## src/rtl/conv_encoder_tx.sv

```systemverilog
// rtl/conv_encoder_tx.sv - rate-1/2 K=3 convolutional encoder (G1=7, G2=5) with BPSK Q3.4 mapper
module conv_encoder_tx #(
  parameter int                 FRAME_LEN = 16,
  parameter logic signed [7:0]  AMP       = 8'sh10
) (
  input  logic              CLK,
  input  logic              RST_N,
  input  logic              in_bit,
  input  logic              in_valid,
  output logic              in_ready,
  output logic signed [7:0] r1,
  output logic signed [7:0] r2,
  output logic [1:0]        c_bits,
  output logic              out_valid,
  input  logic              out_ready,
  output logic              out_last,
  output logic              busy
);

  localparam logic [1:0] ST_IDLE = 2'd0;
  localparam logic [1:0] ST_DATA = 2'd1;
  localparam logic [1:0] ST_TAIL = 2'd2;

  localparam logic [7:0]        LP_LEN = 8'(FRAME_LEN);
  localparam logic signed [7:0] LP_POS = AMP;
  localparam logic signed [7:0] LP_NEG = -AMP;

  logic [1:0]        r_state;
  logic [1:0]        r_s;
  logic [7:0]        r_cnt;
  logic              r_tail;
  logic signed [7:0] r_r1;
  logic signed [7:0] r_r2;
  logic [1:0]        r_c;
  logic              r_out_valid;
  logic              r_out_last;

  logic w_free;
  logic w_accept;
  logic w_tail_step;
  logic w_load;
  logic w_b;
  logic w_c1;
  logic w_c2;

  // Output register can take a new pair when empty or being drained this cycle
  assign w_free      = !r_out_valid || out_ready;
  assign in_ready    = ((r_state == ST_IDLE) || (r_state == ST_DATA)) && w_free;
  assign w_accept    = in_valid && in_ready;
  assign w_tail_step = (r_state == ST_TAIL) && w_free;
  assign w_load      = w_accept || w_tail_step;

  // Tail bits are forced to zero so the trellis terminates in state 00
  assign w_b  = (r_state == ST_TAIL) ? 1'b0 : in_bit;
  assign w_c1 = w_b ^ r_s[1] ^ r_s[0];
  assign w_c2 = w_b ^ r_s[0];

  // Frame sequencing: information bits, then two tail bits, then back to idle
  always_ff @(posedge CLK or negedge RST_N) begin
    if (!RST_N) begin
      r_state <= ST_IDLE;
      r_s     <= 2'b00;
      r_cnt   <= 8'd0;
      r_tail  <= 1'b0;
    end else begin
      case (r_state)
        ST_IDLE: begin
          if (w_accept) begin
            r_s     <= {in_bit, r_s[1]};
            r_cnt   <= 8'd1;
            r_tail  <= 1'b0;
            r_state <= (LP_LEN == 8'd1) ? ST_TAIL : ST_DATA;
          end
        end
        ST_DATA: begin
          if (w_accept) begin
            r_s   <= {in_bit, r_s[1]};
            r_cnt <= r_cnt + 8'd1;
            if ((r_cnt + 8'd1) == LP_LEN) begin
              r_state <= ST_TAIL;
            end
          end
        end
        ST_TAIL: begin
          if (w_free) begin
            if (r_tail) begin
              r_s     <= 2'b00;
              r_tail  <= 1'b0;
              r_cnt   <= 8'd0;
              r_state <= ST_IDLE;
            end else begin
              r_s    <= {1'b0, r_s[1]};
              r_tail <= 1'b1;
            end
          end
        end
        default: begin
          r_state <= ST_IDLE;
          r_s     <= 2'b00;
          r_cnt   <= 8'd0;
          r_tail  <= 1'b0;
        end
      endcase
    end
  end

  // Single-stage output register; data holds when drained without a reload
  always_ff @(posedge CLK or negedge RST_N) begin
    if (!RST_N) begin
      r_out_valid <= 1'b0;
      r_out_last  <= 1'b0;
      r_r1        <= 8'sd0;
      r_r2        <= 8'sd0;
      r_c         <= 2'b00;
    end else if (w_load) begin
      r_out_valid <= 1'b1;
      r_out_last  <= w_tail_step && r_tail;
      r_r1        <= w_c1 ? LP_NEG : LP_POS;
      r_r2        <= w_c2 ? LP_NEG : LP_POS;
      r_c         <= {w_c1, w_c2};
    end else if (out_ready) begin
      r_out_valid <= 1'b0;
    end
  end

  assign r1        = r_r1;
  assign r2        = r_r2;
  assign c_bits    = r_c;
  assign out_valid = r_out_valid;
  assign out_last  = r_out_last;
  assign busy      = (r_state != ST_IDLE);

endmodule

```

## config.mk

```make
export PLATFORM = sky130hd
export DESIGN_NAME = conv_encoder_tx
export DESIGN_NICKNAME = d
export VERILOG_FILES = /design/src/rtl/conv_encoder_tx.sv
export SDC_FILE = /design/constraint.sdc
export NUM_CORES = 1
export LEC_CHECK = 0
export ABC_AREA = 1
export BUFFER_PORTS_ARGS = -buffer_cell sky130_fd_sc_hd__buf_2
export CAP_MARGIN = 20
export CORE_MARGIN = 2
export CORE_UTILIZATION = 50
export DETAILED_ROUTE_END_ITERATION = 12
export PLACE_DENSITY = 0.79
export SLEW_MARGIN = 20
export SYNTH_ARGS = -nofsm -noshare
export SYNTH_HDL_FRONTEND = slang
export SYNTH_SLANG_ARGS = --single-unit
```

## constraint.sdc

```tcl
create_clock -name CLK -period 1.6 [get_ports CLK]
set_input_delay 0.08 -clock CLK [delete_from_list [all_inputs] [get_ports CLK]]
set_output_delay 0.08 -clock CLK [all_outputs]
set_load 0.1 [all_outputs]
```

== After elaboration in Yosys (flattened, before gate mapping) ==
Index checks and enable logic that the tools add are counted.
Cells by class
  mux-type cells: 24
  add/sub/neg operators: 1
  reductions and logical operators: 16
  equal/unequal tests: 9
  bitwise gates (word level): 4
Operator list (count)
  8-bit two-way mux: 6
  8-bit case mux with 3 select lines: 1
  2-bit two-way mux: 7
  8-bit by 1-bit adder with 8-bit output (second input constant): 1
  8-bit by 5-bit == test with 1-bit output (second input constant): 1
  2-bit inequality test (second input constant): 4
  1-bit two-way mux: 7
  2-bit case mux with 3 select lines: 1
  5-bit AND reduction: 1
  1-bit logical AND: 4
  2-bit by 1-bit inequality test with 1-bit output (second input constant): 2
  2-bit case mux with 2 select lines: 1
  4-bit AND reduction: 1
  2-bit nonzero test: 2
  1-bit logical OR: 3
  1-bit case mux with 3 select lines: 1
  3-bit AND reduction: 1
  1-bit bitwise XOR: 3
  2-bit by 1-bit == test with 1-bit output (second input constant): 1
  2-bit == test (second input constant): 1
  2-bit zero test: 1
  2-bit AND reduction: 1
  2-bit OR reduction: 1
  1-bit zero test: 1
  1-bit inverter: 1
Word-level totals
  bits in registers: 33
  input bits: 5
  output and inout port bits: 22
  logic and storage cells: 63

== Depth between registers and ports, before layout ==
Gate-level depths: netlist of the first run.
  depth in word-level cells: 6
  mapped depth: 9
  mapped depth without buffers: 9

== Worst setup path before layout of the first run ==
Ideal clock, no wire load.
  path kind: flip-flop to output port
  start: register r_out_valid (netlist: out_valid)
  end: output port in_ready
  arrival: 2334 ps
  data required time: 1520 ps
  path buffers: 0
  setup slack: -814 ps
  cell stages (with the launch flop): 4
  path through: dfrtp_1 > nand2_2 > inv_1 > nor2_1
Between the ends
  cells in the longest elaborated chain, start to end: 3
RTL lines
  start, declared: RTL line 35  | logic r_out_valid;
  start signal, assigned: RTL line 110  | r_out_valid <= 1'b0;
  start signal, assigned: RTL line 116  | r_out_valid <= 1'b1;
  start signal, assigned: RTL line 122  | r_out_valid <= 1'b0;
  1-bit zero test: RTL line 47  | assign w_free = !r_out_valid || out_ready;
  1-bit logical OR: RTL line 47
  1-bit logical AND: RTL line 48  | assign in_ready = ((r_state == ST_IDLE) || (r_state == ST_DATA)) && w_free;
  end, declared: RTL line 10  | output logic in_ready,
No other way between the ends.

== Worst setup path in the final report of the first run ==
Same ends and word-level chain as after synthesis.

==> results of run 1 <==
[layout make-up]
cell class / instances / area share
clock buffers: 4 / 0.0289
flip-flops and latches: 18 / 0.359
well taps: 28 / 0.0279
multi-input cells: 108 / 0.429
repair buffers: 20 / 0.0856
inverters: 22 / 0.0697
[registers in the layout (all words and copies together) (netlist names)]
signal	cells
c_bits	1
out_last	1
out_valid	1
r1	2
r_cnt	8
r_s	2
r_state	2
r_tail	1
[where the power goes]
group          switching (W)  total [W]  internal [W]
sequential          0.000132   0.000716      0.000584
clock               0.000142   0.000280      0.000139
combinational        0.00107    0.00133      0.000254
[metrics by stage]
step	power, W	setup slack (ps)	std cells	hold WS, ps	area [um2]
4_1_cts	0.00233	79.7	200	55.6	1260
6_report	0.00232	105	200	57.0	1260
5_1_grt	0.00248	43.5	200	105	1260
3_5_place_dp	0.00204	173	195	35.0	1210
2_1_floorplan	0.00192	77.2	164	-216	1200
3_3_place_gp	0.00202	205	195	30.3	1210
[cells in the final DEF, fill, tap and decap left out, types with 2 or more instances in the layout]
| master | count |
|---|---|
| nor2_1 | 14 |
| o21ai_0 | 9 |
| nand4_1 | 2 |
| nand2_2 | 2 |
| clkbuf_4 | 3 |
| inv_4 | 2 |
| conb_1 | 8 |
| a21oi_1 | 2 |
| nand3_1 | 16 |
| buf_2 | 18 |
| o21ai_1 | 4 |
| nand2_1 | 39 |
| dfrtp_1 | 17 |
| inv_1 | 20 |
[worst max-delay path, delay by kind of cell (launching register included)]
kind | cells | cell delay (ps)
flops | 1 | 420
simple gates | 2 | 200
buf+inv | 2 | 510
[worst paths after layout]
kind,to,cells past startpoint,start
worst max-delay path,in_ready,4,out_valid
max in group asynchronous,out_valid,2,RST_N
worst min register to register,r1[4],1,r1[4]
min in group asynchronous,r1[4],2,RST_N
worst min-delay path,r_s[1],3,in_bit
worst max register to register,r_cnt[3],7,r_state[1]
[cells by family after synthesis]
group           after synthesis  synth area share
simple gates                 78             0.301
buf+inv                      38             0.177
compound gates               19            0.0991
flops                        18             0.388
xor+xnor                      2            0.0216
fa+ha+maj                     1            0.0108
other cells                   1           0.00323
[per-layer routing]
metal	up-vias	part of all wire
li1	504	-
met1	460	0.44
met2	39	0.48
met3	10	0.055
met4	0	0.032
met5	-	0
==> metrics.txt, run 1 <==
run status=complete, no violations; CP startpoint kind=flip-flop; Max Slew Vio Count=0; Root Buffer=clkbuf_4; Ant. Diodes=0; met3 usage=0.0314; WP data arrival=1410 ps; Netlist cell types=25; Layout area overhead=8.30%; Mapped Area=1160 um2; Die W=52.2 um; fin util=0.568; routability cong.=0.825; worst-path cell chain=nand2_2, inv_1, nor2_4, buf_2; GRT busiest layer=met2; CTS tree=yes; Setup CP Type=reg -> out; LEAKAGE=0.653 nW; top cell type's share of synthesized area=0.388; Reg area=452 um2; most common cell in the netlist=nand2_1; top_reg_cell synth=dfrtp_1; largest net degree at the start of global routing=19; Crit Path Max Fanout=5; core area=2210 um2; Yosys warnings=0; die height=52.2 um; Total Nets Final=179; Setup crit end kind=primary output; GR Util met1=0.217; Total Wirelength=2170 um; M2 GR Usage=0.327; endpoints failing hold=0; number of max-cap violations=0; Detailed Place HPWL=1680 um; share of layout cells above drive strength 1=0.209; die area=2720 um2; Sum Neg Setup Slack=0 ps; Routed Antenna Nets=0; fillers=215; Site Rows=17; number of global-route vias before repair=923; setup violators final=0; Skew-Pair Late Insertion Delay=300 ps; drt first-iter violations=26; CTS buffer count=3; CTS clk-pin slew, worst paths=110 ps; Peak Freq=669 MHz; H-tree depth=1; flip-flop and latch count after synthesis=18; Post-synth top cells=39 x nand2_1, 20 x inv_1, 18 x dfrtp_1; slack of the worst reg-to-reg path=150 ps; syn_area_per_cell=7.40 um2; post-CTS sizing=0; top cell type by total area after synthesis=dfrtp_1; final setup skew=8.94 ps; wire per inst=10.9 um; Remaining DRCs=0; initial antenna violation count=0; Multi-input gate area=539 um2; post-synthesis async set-or-reset flop share=1.00; slowest stage delay, CP=420 ps; All-Layer GR Usage=0.187; gr ovfl total=0; Data required, critical path=1520 ps; wire length of the first global-routing pass=3750 um; crit path time final=1490 ps; First-pass DRT Iterations=4; sequential area share after synthesis=0.388; PortBufs=18; Post-synth EDFFs=0; slowest cell on the critical path=dfrtp_2; Final Cycle Share=0.934; RSZ-0062 raised after global routing=no; type of the worst min-delay path=in -> reg; IO Pins=27; Post-Syn Instances=157; vias per inst=5.07; P per Cell Area=1850 nW/um2; Initial Utilization=0.525; vias=1013; Post-CTS Setup Bufs=0; CTS max path bufs=2; Worst IR Drop VDD=1.22 mV; Synth area leaders=dfrtp_1 39%, nand2_1 13%, buf_4 9.7%; Sink Count=18; Post-CTS Hold Buffers=1
Power figures use the tool's default switching activity.
==> run 2, diff against run 1 <==
--- a/config.mk
+++ b/config.mk
@@ -11,6 +11,7 @@
 export CORE_MARGIN = 2
 export CORE_UTILIZATION = 50
 export DETAILED_ROUTE_END_ITERATION = 12
+export GPL_ROUTABILITY_DRIVEN = 0
 export PLACE_DENSITY = 0.79
 export SLEW_MARGIN = 20
 export SYNTH_ARGS = -nofsm -noshare
==> constraint.sdc (replaced) <==
create_clock -name CLK -period 1.5 [get_ports CLK]
set_input_delay 0.075 -clock CLK [delete_from_list [all_inputs] [get_ports CLK]]
set_output_delay 0.075 -clock CLK [all_outputs]
set_load 0.1 [all_outputs]
==> run 2 against run 1 <==
Compared with the run above:
- core utilization rose by 3.7 points
- die area stayed put
- setup slack got worse by 41 ps
- via count grew 2.6%
- critical path depth grew 3
- sequential power is 8.1% higher
- sequential cell count unchanged
- critical endpoint is now r_cnt[2]
- largest power group unchanged
- highest routed layer unchanged
==> metrics.txt, run 2 (same netlist as run 1, synthesis figures left out) <==
Max Slew Vio Count=0 (unchanged); crit path time final=1440 ps; die height=52.2 um (unchanged); CTS tree=yes (unchanged); gr ovfl total=0 (unchanged); initial antenna violation count=0 (unchanged); worst-path cell chain=inv_4, nand3_4, a21oi_4, nand2_4, inv_6, nand2_2, a21oi_2 (was nand2_2, inv_1, nor2_4, buf_2); Comb power frac=0.581 (was 0.571); Routed Antenna Nets=0 (unchanged); Layout area overhead=15.4% (was 8.30%); Site Rows=17 (unchanged); Total Nets Final=182 (was 179); max reg flops=8 (unchanged); IO Pins=27 (unchanged); Total Wirelength=2340 um (was 2170 um); Final Cycle Share=0.957; core area=2210 um2 (unchanged); Sink Count=18 (unchanged); endpoints failing hold=0 (unchanged); Detailed Place HPWL=1720 um (was 1680 um); H-tree depth=1 (unchanged); wire per inst=11.5 um (was 10.9 um); slowest stage delay, CP=480 ps (was 420 ps); Clock power frac=0.119 (was 0.121); Remaining DRCs=0 (unchanged); setup violators final=0 (unchanged); hold slack=47.4 ps (was 57.0 ps); worst path bufs/invs=2 (unchanged); number of max-cap violations=0 (unchanged); WP data arrival=1670 ps (was 1410 ps); Sw Share=0.575 (was 0.580); drt first-iter violations=28 (was 26); All-Layer GR Usage=0.186 (was 0.187); CP startpoint kind=flip-flop (unchanged); Worst IR Drop VDD=1.76 mV (was 1.22 mV); worst setup margin=63.9 ps (was 105 ps); sw power=0.00148 W (was 0.00135 W); Data required, critical path=1730 ps (was 1520 ps); type of the worst min-delay path=in -> reg (unchanged); Final Instance Area=1340 um2 (was 1260 um2); CTS max path bufs=2 (unchanged); LEAKAGE=0.680 nW (was 0.653 nW); area post-placement=1240 um2 (was 1210 um2); critical path's top delay family=flip-flops (was buffers and inverters); Peak Freq=696 MHz; Setup crit end kind=flip-flop (was primary output); run status=complete, no violations (unchanged); vias per inst=5.12 (was 5.07); share of layout cells above drive strength 1=0.246 (was 0.209); Pint=0.00110 W (was 0.000977 W); PortBufs=18 (unchanged); number of global-route vias before repair=929 (was 923); P per Cell Area=1920 nW/um2 (was 1850 nW/um2); wire length of the first global-routing pass=3820 um (was 3750 um); commonest non-fill, non-tap cells in the layout=39 x nand2_1, 20 x inv_1, 17 x buf_2 (was 39 x nand2_1, 20 x inv_1, 18 x buf_2); Setup CP Type=reg -> reg (was reg -> out); largest net degree at the start of global routing=19 (unchanged); final setup skew=1.11 ps (was 8.94 ps); Largest Register=r_cnt (unchanged); slowest cell on the critical path=dfrtp_2 (unchanged); Seq pwr share=0.301 (was 0.308); Initial Utilization=0.525 (unchanged); CTS clk-pin slew, worst paths=100 ps (was 110 ps); First-pass DRT Iterations=4 (unchanged); commonest non-fill, non-tap cell in the layout=nand2_1 (unchanged); Root Buffer=clkbuf_4 (unchanged); dpl ws=56.2 ps (was 173 ps); vias=1039 (was 1013); Ant. Diodes=0 (unchanged); Crit Path Max Fanout=9 (was 5); Die W=52.2 um (unchanged); die area=2720 um2 (unchanged); CTS buffer count=3 (unchanged); Skew-Pair Late Insertion Delay=300 ps (about the same)
[run 2: layout make-up]
class / count / area (um2)
Multi-Input combinational cell: 108 / 564
Sequential cell: 18 / 457
Tap cell: 28 / 35.0
Timing Repair Buffer: 23 / 158
Inverter: 22 / 90.1
Clock buffer: 4 / 36.3
Fill cell: 190 / 872
[run 2: power by group through the flow]
| stage | Sequential (W) | Clock [W] | Combinational, W |
|---|---|---|---|
| after floorplan | 0.000908 | 0 | 0.00115 |
| after global placement | 0.000759 | 0 | 0.00141 |
| after detailed placement | 0.000766 | 0 | 0.00145 |
| after CTS | 0.000756 | 0.000319 | 0.00145 |
| after global routing | 0.000800 | 0.000327 | 0.00159 |
| final | 0.000774 | 0.000306 | 0.00150 |
[run 2: worst paths after layout]
| check | startpoint | endpoint | slack [ps] | depth (start not counted) |
|---|---|---|---|---|
| max in group asynchronous | RST_N | out_valid | 950 | 2 |
| worst max register to register | r_state[1] | r_cnt[2] | 60 | 7 |
| worst min register to register | out_last | out_last | 500 | 2 |
| worst max-delay path | r_state[1] | r_cnt[2] | 60 | 7 |
| worst min-delay path | in_bit | r_s[1] | 50 | 3 |
| min in group asynchronous | RST_N | out_last | 220 | 2 |
[run 2: routing by layer]
layer / vias to the layer above / wire length [um] / track usage / share of wire
met5: - / 0 / 0 / 0
met4: 0 / 12 / 0.0470 / 0.0051
met3: 4 / 149 / 0.0543 / 0.064
met2: 43 / 1190 / 0.335 / 0.51
met1: 484 / 984 / 0.216 / 0.42
li1: 508 / - / - / -
[run 2: what timing repair did]
item                                    CTS  global route
buffers inserted                          0             2
endpoints found under the hold margin    18             0
resized for setup                         0             8
hold buffers                              1             0
endpoints found under the setup margin    0            10
[run 2: per-stage QoR]
stage           util  cells  TNS (ps)  total power (W)
5_1_grt        0.606    203     -8.22          0.00272
4_1_cts        0.580    201         0          0.00253
3_3_place_gp   0.559    196         0          0.00217
6_report       0.606    203         0          0.00258
3_5_place_dp   0.559    196         0          0.00221
2_1_floorplan      -    164         0          0.00205
[run 2: tightest hold or removal path: stages]
cell     delay [ps]
buf_2            90
nand3_1          70
o21ai_0          70
==> run 3, diff against run 2 <==
--- a/config.mk
+++ b/config.mk
@@ -5,7 +5,7 @@
 export SDC_FILE = /design/constraint.sdc
 export NUM_CORES = 1
 export LEC_CHECK = 0
-export ABC_AREA = 1
+export ABC_AREA = 0
 export BUFFER_PORTS_ARGS = -buffer_cell sky130_fd_sc_hd__buf_2
 export CAP_MARGIN = 20
 export CORE_MARGIN = 2
==> run 3 against run 2 <==
Compared with the run above:
- synthesized cell count fell by 21%
- critical path depth is 2 lower
- clock skew rose by 13 ps
- fmax is 1.9% lower
- cell area increased by 6.2%
- clock-buffer cell count unchanged
- largest power group unchanged
==> metrics.txt, run 3 <==
run status=complete, no violations (unchanged); critical path launch point=out_valid (was r_state[1]); Routed Antenna Nets=0 (unchanged); wire length of the first global-routing pass=3910 um (was 3820 um); Total Nets Final=158 (was 182); CP startpoint kind=flip-flop (unchanged); Layout area overhead=19.7% (was 15.4%); All-Layer GR Usage=0.190 (was 0.186); Final Instance Area=1420 um2 (was 1340 um2); endpoints failing hold=0 (unchanged); die height=52.8 um (was 52.2 um); Peak Freq=683 MHz (was 696 MHz); flip-flop and latch count after synthesis=18 (unchanged); number of max-cap violations=0 (unchanged); Sum Neg Setup Slack=0 ps (unchanged); H-tree depth=1 (unchanged); mux cell area share after synthesis=0.0263 (was 0); Root Buffer=clkbuf_4 (unchanged); Reg2Reg Launch Point=out_valid (was r_state[1]); Post-synth top cells=18 x dfrtp_1, 16 x buf_4, 9 x nand2_1 (was 39 x nand2_1, 20 x inv_1, 18 x dfrtp_1); Synth Area in Simple Gates=0.236 (was 0.301); hold slack=11.3 ps (was 47.4 ps); largest family of logic cells by synthesized area=simple AND/OR/NAND/NOR gates (unchanged); sequential area share after synthesis=0.379 (was 0.388); CTS tree=yes (unchanged); Netlist cell types=45 (was 25); vias per inst=5.38 (was 5.12); type of the worst min-delay path=in -> reg (unchanged); First-pass DRT Iterations=4 (unchanged); M2 GR Usage=0.338 (was 0.335); top cell type by total area after synthesis=dfrtp_1 (unchanged); vias=963 (was 1039); met3 usage=0.0257 (was 0.0543); xor-xnor portion of the synthesized cell area=0.0263 (was 0.0216); min-delay src=in_bit (unchanged); post-synthesis async set-or-reset flop share=1.00 (unchanged); Worst IR Drop VDD=1.96 mV (was 1.76 mV); share of layout cells above drive strength 1=0.351 (was 0.246); Largest Register=r_cnt (unchanged); CTS clk-pin slew, worst paths=110 ps (was 100 ps); LEAKAGE=0.658 nW (was 0.680 nW); setup violators final=0 (unchanged); number of global-route vias before repair=884 (was 929); PortBufs=18 (unchanged); Detailed Place HPWL=1750 um (was 1720 um); adder-cell share of the synthesized area=0.0105 (was 0.0108); Die W=52.8 um (was 52.2 um); Remaining DRCs=0 (unchanged); CTS buffer count=3 (unchanged); Mapped Area=1190 um2 (was 1160 um2); Yosys warnings=0 (unchanged); initial antenna violation count=0 (unchanged); WP data arrival=1640 ps (was 1670 ps); Data required, critical path=1680 ps (was 1730 ps); gr ovfl total=0 (unchanged); most common cell in the netlist=dfrtp_1 (was nand2_1); GR Util met1=0.238 (was 0.216); die area=2780 um2 (was 2720 um2); Final Cycle Share=0.976 (was 0.957); fin util=0.637 (was 0.606); GRT busiest layer=met2 (unchanged); Setup crit end kind=flip-flop (unchanged); Skew-Pair Late Insertion Delay=300 ps (about the same); RSZ-0062 raised after global routing=no; largest net degree at the start of global routing=19 (unchanged); Setup CP Type=reg -> reg (unchanged); wire per inst=13.1 um (was 11.5 um); drt first-iter violations=7 (was 28); Crit Path Max Fanout=7 (was 9); Post-synth EDFFs=0 (unchanged); Total Wirelength=2340 um (about the same); Site Rows=17 (unchanged); Synth Area in Compound Gates=0.188 (was 0.0991); commonest non-fill, non-tap cells in the layout=16 x buf_2, 16 x buf_4, 15 x dfrtp_1 (was 39 x nand2_1, 20 x inv_1, 17 x buf_2); crit path time final=1460 ps (was 1440 ps); P per Cell Area=2150 nW/um2 (was 1920 nW/um2); Sink Count=18 (unchanged); Synth area leaders=dfrtp_1 38%, buf_4 10%, o21ai_0 3.4% (was dfrtp_1 39%, nand2_1 13%, buf_4 9.7%); Initial Utilization=0.532 (was 0.525); core area=2230 um2 (was 2210 um2); Post-Syn Instances=124 (was 157); Ant. Diodes=0 (unchanged); top cell type's share of synthesized area=0.379 (was 0.388); top_reg_cell synth=dfrtp_1 (unchanged); final setup skew=13.9 ps (was 1.11 ps); Max Slew Vio Count=0 (unchanged); IO Pins=27 (unchanged); syn_area_per_cell=9.59 um2 (was 7.40 um2); max reg flops=8 (unchanged); CTS max path bufs=2 (unchanged); area post-placement=1320 um2 (was 1240 um2)
==> run 3: kinds of logic (layout without fill, tap and decap cells) <==
family / after synthesis / in the layout
AOI/OAI and AO/OA: 31 / 31
xor gates and xnor gates: 2 / 2
adders and majority gates: 1 / 1
buffers and inverters: 23 / 43
DFF: 18 / 18
muxes: 3 / 3
other: 1 / 8
and+or+nand+nor: 45 / 45
==> run 3: path summary, 6_finish.rpt <==
path                                  end  slack (ps)  cells after the start
worst max-delay path             r_cnt[7]          40                      5
worst min-delay path               r_s[1]          10                      2
worst max register to register   r_cnt[7]          40                      5
worst min register to register      r1[4]         490                      1
max in group asynchronous       out_valid         940                      2
min in group asynchronous        out_last         240                      2
==> run 3: what timing repair did <==
action                                  in CTS  in global routing
endpoints found under the setup margin       1                  5
hold buffers                                 1                  0
buffers inserted                             2                  4
pin swaps                                    0                  1
resized for setup                            0                  5
endpoints found under the hold margin       18                  0
==> run 3: area by class of cell <==
type                       count  area [um2]
fill                         197         811
tap                           28        35.0
timing repair buffer          35         250
inverter                       4        15.0
multi-input combinational     90         629
clock buffer                   4        36.3
sequential                    18         457
==> run 3: stage by stage <==
stage	power [W]	worst slack [ps]	cells
final	0.00306	35.6	179
after global routing	0.00324	2.91	179
after CTS	0.00303	4.61	175
after detailed placement	0.00271	7.41	168
after global placement	0.00266	61.9	168
after floorplan	0.00241	-142	131
==> run 3: critical path: stages, from the launching register on <==
cell,delay (ps)
dfrtp_4,510
nor2b_4,150
nor3_4,170
a21oi_4,80
buf_4,140
a211o_1,280
==> run 3: report_power, final <==
part,switching [W],internal (W)
Clock,0.000155,0.000148
Sequential,0.000182,0.000641
Combinational,0.00132,0.000611
==> run 3: per-layer routing <==
layer	up-vias	wire [um]
met1	460	1030
met5	-	0
met4	0	16
met2	28	1190
met3	2	97
li1	473	-
